`src/rtl/display_ndigit_dimmable.sv`:
```
// Multiplexed N-digit seven-segment driver with PWM dimming,
// leading-zero blanking and frame-synchronous input latching.
module display_ndigit_dimmable #(
    parameter int NDIGITS     = 8,
    parameter int DIV_BITS    = 12,
    parameter int BRIGHT_BITS = 4,
    parameter int GUARD       = 16
) (
    input  logic                   clock,
    input  logic                   reset,
    input  logic [4*NDIGITS-1:0]   val,
    input  logic [NDIGITS-1:0]     dp,
    input  logic [NDIGITS-1:0]     digit_en,
    input  logic                   lz_blank,
    input  logic [BRIGHT_BITS-1:0] brightness,
    output logic [7:0]             segments,
    output logic [NDIGITS-1:0]     digitselect,
    output logic                   frame_start
);

    localparam int IW = (NDIGITS > 1) ? $clog2(NDIGITS) : 1;

    logic [DIV_BITS-1:0]    tick;
    logic [IW-1:0]          idx;
    logic                   first;
    logic [4*NDIGITS-1:0]   sval;
    logic [NDIGITS-1:0]     sdp;
    logic [NDIGITS-1:0]     sen;
    logic                   slz;
    logic [BRIGHT_BITS-1:0] sbr;

    logic tick_wrap;
    logic idx_last;
    logic capture;

    assign tick_wrap = &tick;
    assign idx_last  = (idx == IW'(NDIGITS - 1));
    assign capture   = first | (tick_wrap & idx_last);

    // Dwell counter and digit index; idx steps once per dwell.
    always_ff @(posedge clock or posedge reset) begin
        if (reset) begin
            tick <= '0;
            idx  <= '0;
        end else begin
            tick <= tick + 1'b1;
            if (tick_wrap)
                idx <= idx_last ? '0 : idx + 1'b1;
        end
    end

    // Shadow copy of the inputs, refreshed only at frame boundaries.
    always_ff @(posedge clock or posedge reset) begin
        if (reset) begin
            first       <= 1'b1;
            sval        <= '0;
            sdp         <= '0;
            sen         <= '0;
            slz         <= 1'b0;
            sbr         <= '0;
            frame_start <= 1'b0;
        end else begin
            first       <= 1'b0;
            frame_start <= capture;
            if (capture) begin
                sval <= val;
                sdp  <= dp;
                sen  <= digit_en;
                slz  <= lz_blank;
                sbr  <= brightness;
            end
        end
    end

    logic [NDIGITS-1:0]     zup;
    logic                   acc;
    logic [3:0]             nib;
    logic                   dpb;
    logic                   enb;
    logic                   zb;
    logic [BRIGHT_BITS-1:0] phase;
    logic                   lit;
    logic [6:0]             dec;

    // Select the current digit and decide whether it is lit this clock.
    always_comb begin
        acc = 1'b1;
        zup = '0;
        for (int i = NDIGITS - 1; i >= 0; i--) begin
            acc    = acc & (sval[4*i +: 4] == 4'h0);
            zup[i] = acc;
        end
        nib = 4'h0;
        dpb = 1'b0;
        enb = 1'b0;
        zb  = 1'b0;
        for (int i = 0; i < NDIGITS; i++) begin
            if (idx == IW'(i)) begin
                nib = sval[4*i +: 4];
                dpb = sdp[i];
                enb = sen[i];
                zb  = zup[i];
            end
        end
        phase = tick[DIV_BITS-1 -: BRIGHT_BITS];
        lit = enb
            & ~(slz & (idx != '0) & zb)
            & (tick >= DIV_BITS'(GUARD))
            & ((&sbr) | (phase < sbr));
    end

    // Hex to active-low a..g pattern.
    always_comb begin
        dec = 7'h7F;
        unique case (nib)
            4'h0: dec = 7'h40;
            4'h1: dec = 7'h79;
            4'h2: dec = 7'h24;
            4'h3: dec = 7'h30;
            4'h4: dec = 7'h19;
            4'h5: dec = 7'h12;
            4'h6: dec = 7'h02;
            4'h7: dec = 7'h78;
            4'h8: dec = 7'h00;
            4'h9: dec = 7'h10;
            4'hA: dec = 7'h08;
            4'hB: dec = 7'h03;
            4'hC: dec = 7'h46;
            4'hD: dec = 7'h21;
            4'hE: dec = 7'h06;
            4'hF: dec = 7'h0E;
        endcase
    end

    // Registered pin drivers; dark whenever the digit is not lit.
    always_ff @(posedge clock or posedge reset) begin
        if (reset) begin
            segments    <= 8'hFF;
            digitselect <= '1;
        end else if (lit) begin
            segments    <= {~dpb, dec};
            digitselect <= ~(NDIGITS'(1) << idx);
        end else begin
            segments    <= 8'hFF;
            digitselect <= '1;
        end
    end

endmodule

```
`config.mk`:
```
export PLATFORM = sky130hd
export DESIGN_NAME = display_ndigit_dimmable
export DESIGN_NICKNAME = d
export VERILOG_FILES = /design/src/rtl/display_ndigit_dimmable.sv
export SDC_FILE = /design/constraint.sdc
export NUM_CORES = 1
export LEC_CHECK = 0
export BUFFER_PORTS_ARGS = -buffer_cell sky130_fd_sc_hd__buf_2
export CORE_ASPECT_RATIO = 1.75
export CORE_MARGIN = 4
export CORE_UTILIZATION = 57
export CTS_CLUSTER_DIAMETER = 40
export DETAILED_ROUTE_END_ITERATION = 8
export PLACE_DENSITY_LB_ADDON = 0.2
export SLEW_MARGIN = 20
export SYNTH_ARGS = -nofsm -noshare
export SYNTH_HDL_FRONTEND = slang
export SYNTH_SLANG_ARGS = --single-unit
export TNS_END_PERCENT = 5
```
`constraint.sdc`:
```
create_clock -name clock -period 3.8 [get_ports clock]
set_input_delay 0.76 -clock clock [delete_from_list [all_inputs] [get_ports clock]]
set_output_delay 0.76 -clock clock [all_outputs]
set_load 0.01 [all_outputs]
```
==> impl_metrics.csv <==
group,metric,value,unit
yosys,synth_cell_types,59,
routing,vias_per_cell,5.87,
clock_tree,hold_buffers,0,
clock_tree,cts.sinks,86,
yosys,synth_ff_type,"dfrtp_1",
routing,vias,3207,
clock_tree,root_buffer,"clkbuf_16",
global_routing,grt_pass1_vias,3310,
yosys,synth_edf_count,0,
timing,fin_crit_sh,86.2,%
critical_path,critPathSlowestCell,"ha_1",
yosys,async_reset_ff_share,100,%
critical_path,crit_type,"flip-flop to flip-flop",
timing,tns,0,ps
placement,hpwl,6960,um
yosys,synth_area_per_cell,11.5,um2
timing,period_needed,3270,ps
floorplanning,fp.dieH,124,um
global_routing,antenna_found_initial,0,
clock_tree,cts_setup_buffers,0,
global_routing,grt_use_total,21.9,%
routing,drc,0,
clock_tree,cts_resized,0,
floorplanning,design.core.area,0.00757,mm2
global_routing,overflow,0,
critical_path,worstPathRequired,4020,ps
clock_tree,cts_tree,"done",
power,power_density,419,mW/mm2
critical_path,path_max_fanout,22,
critical_path,crit_path_start_kind,"flip-flop",
timing,fin_skew,8.78,ps
critical_path,crit_chain,"inv_1 > ha_1 > a211oi_1 > o21ai_1 > o21ai_0 > a31oi_1 > inv_1 > ha_1 > or3_1 > nand3_1 > o211ai_1",
routing,first_pass_iters,5,
cells_and_area,final_nets,525,
cells_and_area,syn2layout_area_growth,15.1,%
floorplanning,core.rowCount,42,
cells_and_area,num_antenna_cells,0,
yosys,syn-cell-area,0.00441,mm2
global_routing,grt_pass1_wl,15600,um
timing,finalHoldViolations,0,
timing,fmax,305,MHz
timing,slew_violations,0,
placement,gp_congestion,0.901,
cells_and_area,drive_gt1_share,33.6,%
status,status,"finished, final reports clean",
placement,dp_slack,595,ps
yosys,syn_nets,457,
global_routing,grt_max_degree,67,
clock_tree,cts_buffers,9,
clock_tree,htreeDepth,3,
timing,setup_ws,525,ps
routing,first_iter_violations,219,
power,p_leak,2.27,nW
timing,slew-limit-headroom,43.7,%
clock_tree,cts.clk_slew.worst_paths,60,ps
yosys,yosysTopAreaCell,"dfrtp_1",
critical_path,cp_top_family,"compound AO/OA/AOI/OAI gates",
timing,worst_slew_pin_slew,838,ps
floorplanning,ios,72,
power,ir_worst_vdd,0.000333,V
placement,io_buffer_count,71,
clock_tree,clk_latency,340,ps
critical_path,slowest_delay,670,ps
critical_path,path_buf_inv,2,
timing,rsz0062_at_grt,"no",
yosys,synthCells,385,
yosys,ys_warn_count,0,
timing,setup_violations,0,
yosys,ys_top_cells_by_area,"dfrtp_1 (39%), dfstp_2 (10%), mux2_2 (7.7%)",
routing,wl_per_cell,17.4,um
critical_path,critPathArrivalTime,3490,ps
critical_path,critPathCaptureType,"flip-flop",
hold_path,hold_class,"flip-flop to flip-flop",
floorplanning,die_w,74.5,um
floorplanning,die_area,0.00926,mm2
routing,ant_nets,0,
floorplanning,start_util,58.3,%
yosys,yosys_register_bits,86,
run,max_cap_viol_count,0,
yosys,yosysSeqAreaShare,49.3,%
yosys,yosysTopAreaCellShare,39.1,%
routing,routed_wl,9490,um
clock_tree,cts_buffer_depth,2,
-- through the flow --
stage                     power, W  util, %  instance area (um2)  hold slack, ps  cells
after floorplan            0.00122        -                 4410             435    385
after global placement     0.00131     63.3                 4790             464    530
after detailed placement   0.00132     63.3                 4790             474    530
after CTS                  0.00215     67.1                 5080             482    546
after global routing       0.00222     67.1                 5080             502    546
final                      0.00213     67.1                 5080             478    546
-- placed cells by master (no fill, tap or decap), drive strengths merged, types with 3 or more instances in the layout --
cell	count
buf	76
dfrtp	69
mux2	53
nand2	30
inv	22
nand3	20
o21ai	18
ha	17
dfstp	17
a21oi	17
clkbuf	13
nor2	11
nor4	10
xnor2	9
nor2b	6
o221ai	6
nand3b	5
and3	4
a21o	4
o211ai	4
nand2b	3
mux2i	3
or3	3
a2111oi	3
nor3	3
-- report_power, final --
group	leakage (nW)	switching (W)	total, W	internal, W
Combinational	1.12	0.000122	0.000247	0.000124
Sequential	1.00	0.0000531	0.00105	0.00100
Clock	0.142	0.000337	0.000831	0.000494
-- flip-flops by register name (all words and copies together), names as in the netlist --
name and cells:
frame_start 1, idx 3, tick 12, first 1
digitselect 8, segments 8, slz 1, sen 8
sdp 8, sval 32, sbr 4
-- layout make-up --
| class | count | area (um2) |
|---|---|---|
| fillers | 597 | 2490 |
| inverters | 22 | 85.1 |
| clock inverters | 3 | 17.5 |
| multi-input cells | 258 | 2020 |
| repair buffers | 76 | 405 |
| clock buffers | 13 | 270 |
| flip-flops and latches | 86 | 2170 |
| well taps | 88 | 110 |
-- worst register-to-register path, cell delays in order, from the launching register on --
cell	delay [ps]
dfrtp_1	400
inv_1	120
ha_1	670
a211oi_1	180
o21ai_1	150
o21ai_0	100
a31oi_1	440
inv_1	210
ha_1	290
or3_1	380
nand3_1	100
o211ai_1	100
-- synthesized netlist by cell type, drive strengths merged (10+ instances only) --
cell type	instances
buf	19
ha	17
nand2	30
dfrtp	69
inv	22
a21oi	17
nor2	11
o21ai	18
nand3	20
dfstp	17
mux2	53
nor4	10
-- final timing paths --
kind | startpoint | to | slack, ps | depth (start not counted)
worst max-delay path | idx[0] | segments[3] | 530 | 11
worst min-delay path | sdp[7] | segments[7] | 480 | 1
worst max register to register | idx[0] | segments[3] | 530 | 11
worst min register to register | sdp[7] | segments[7] | 480 | 1
max in group asynchronous | reset | segments[6] | 2390 | 3
min in group asynchronous | reset | sval[11] | 560 | 2
-- cells by family (layout without fill, tap and decap cells) --
kind of cell    count (synthesis)  count (layout)  synth area share [%]
compound gates                 73              73                  12.3
xor+xnor                       11              11                  2.18
fa+ha+maj                      17              17                  4.82
buf+inv                        41             114                  4.99
flops                          86              86                  49.3
mux                            56              56                  14.2
other cells                     1               1                0.0850
simple gates                  100             100                  12.1
-- layer usage --
layer / GRT usage (%) / up-vias / part of all wire (%)
met4: 12.5 / 0 / 4.0
met3: 3.23 / 28 / 4.3
met1: 24.6 / 1585 / 37
li1: - / 1503 / -
met2: 37.9 / 91 / 55
met5: 0 / - / 0
No activity file was read; power rests on OpenSTA's default activity.
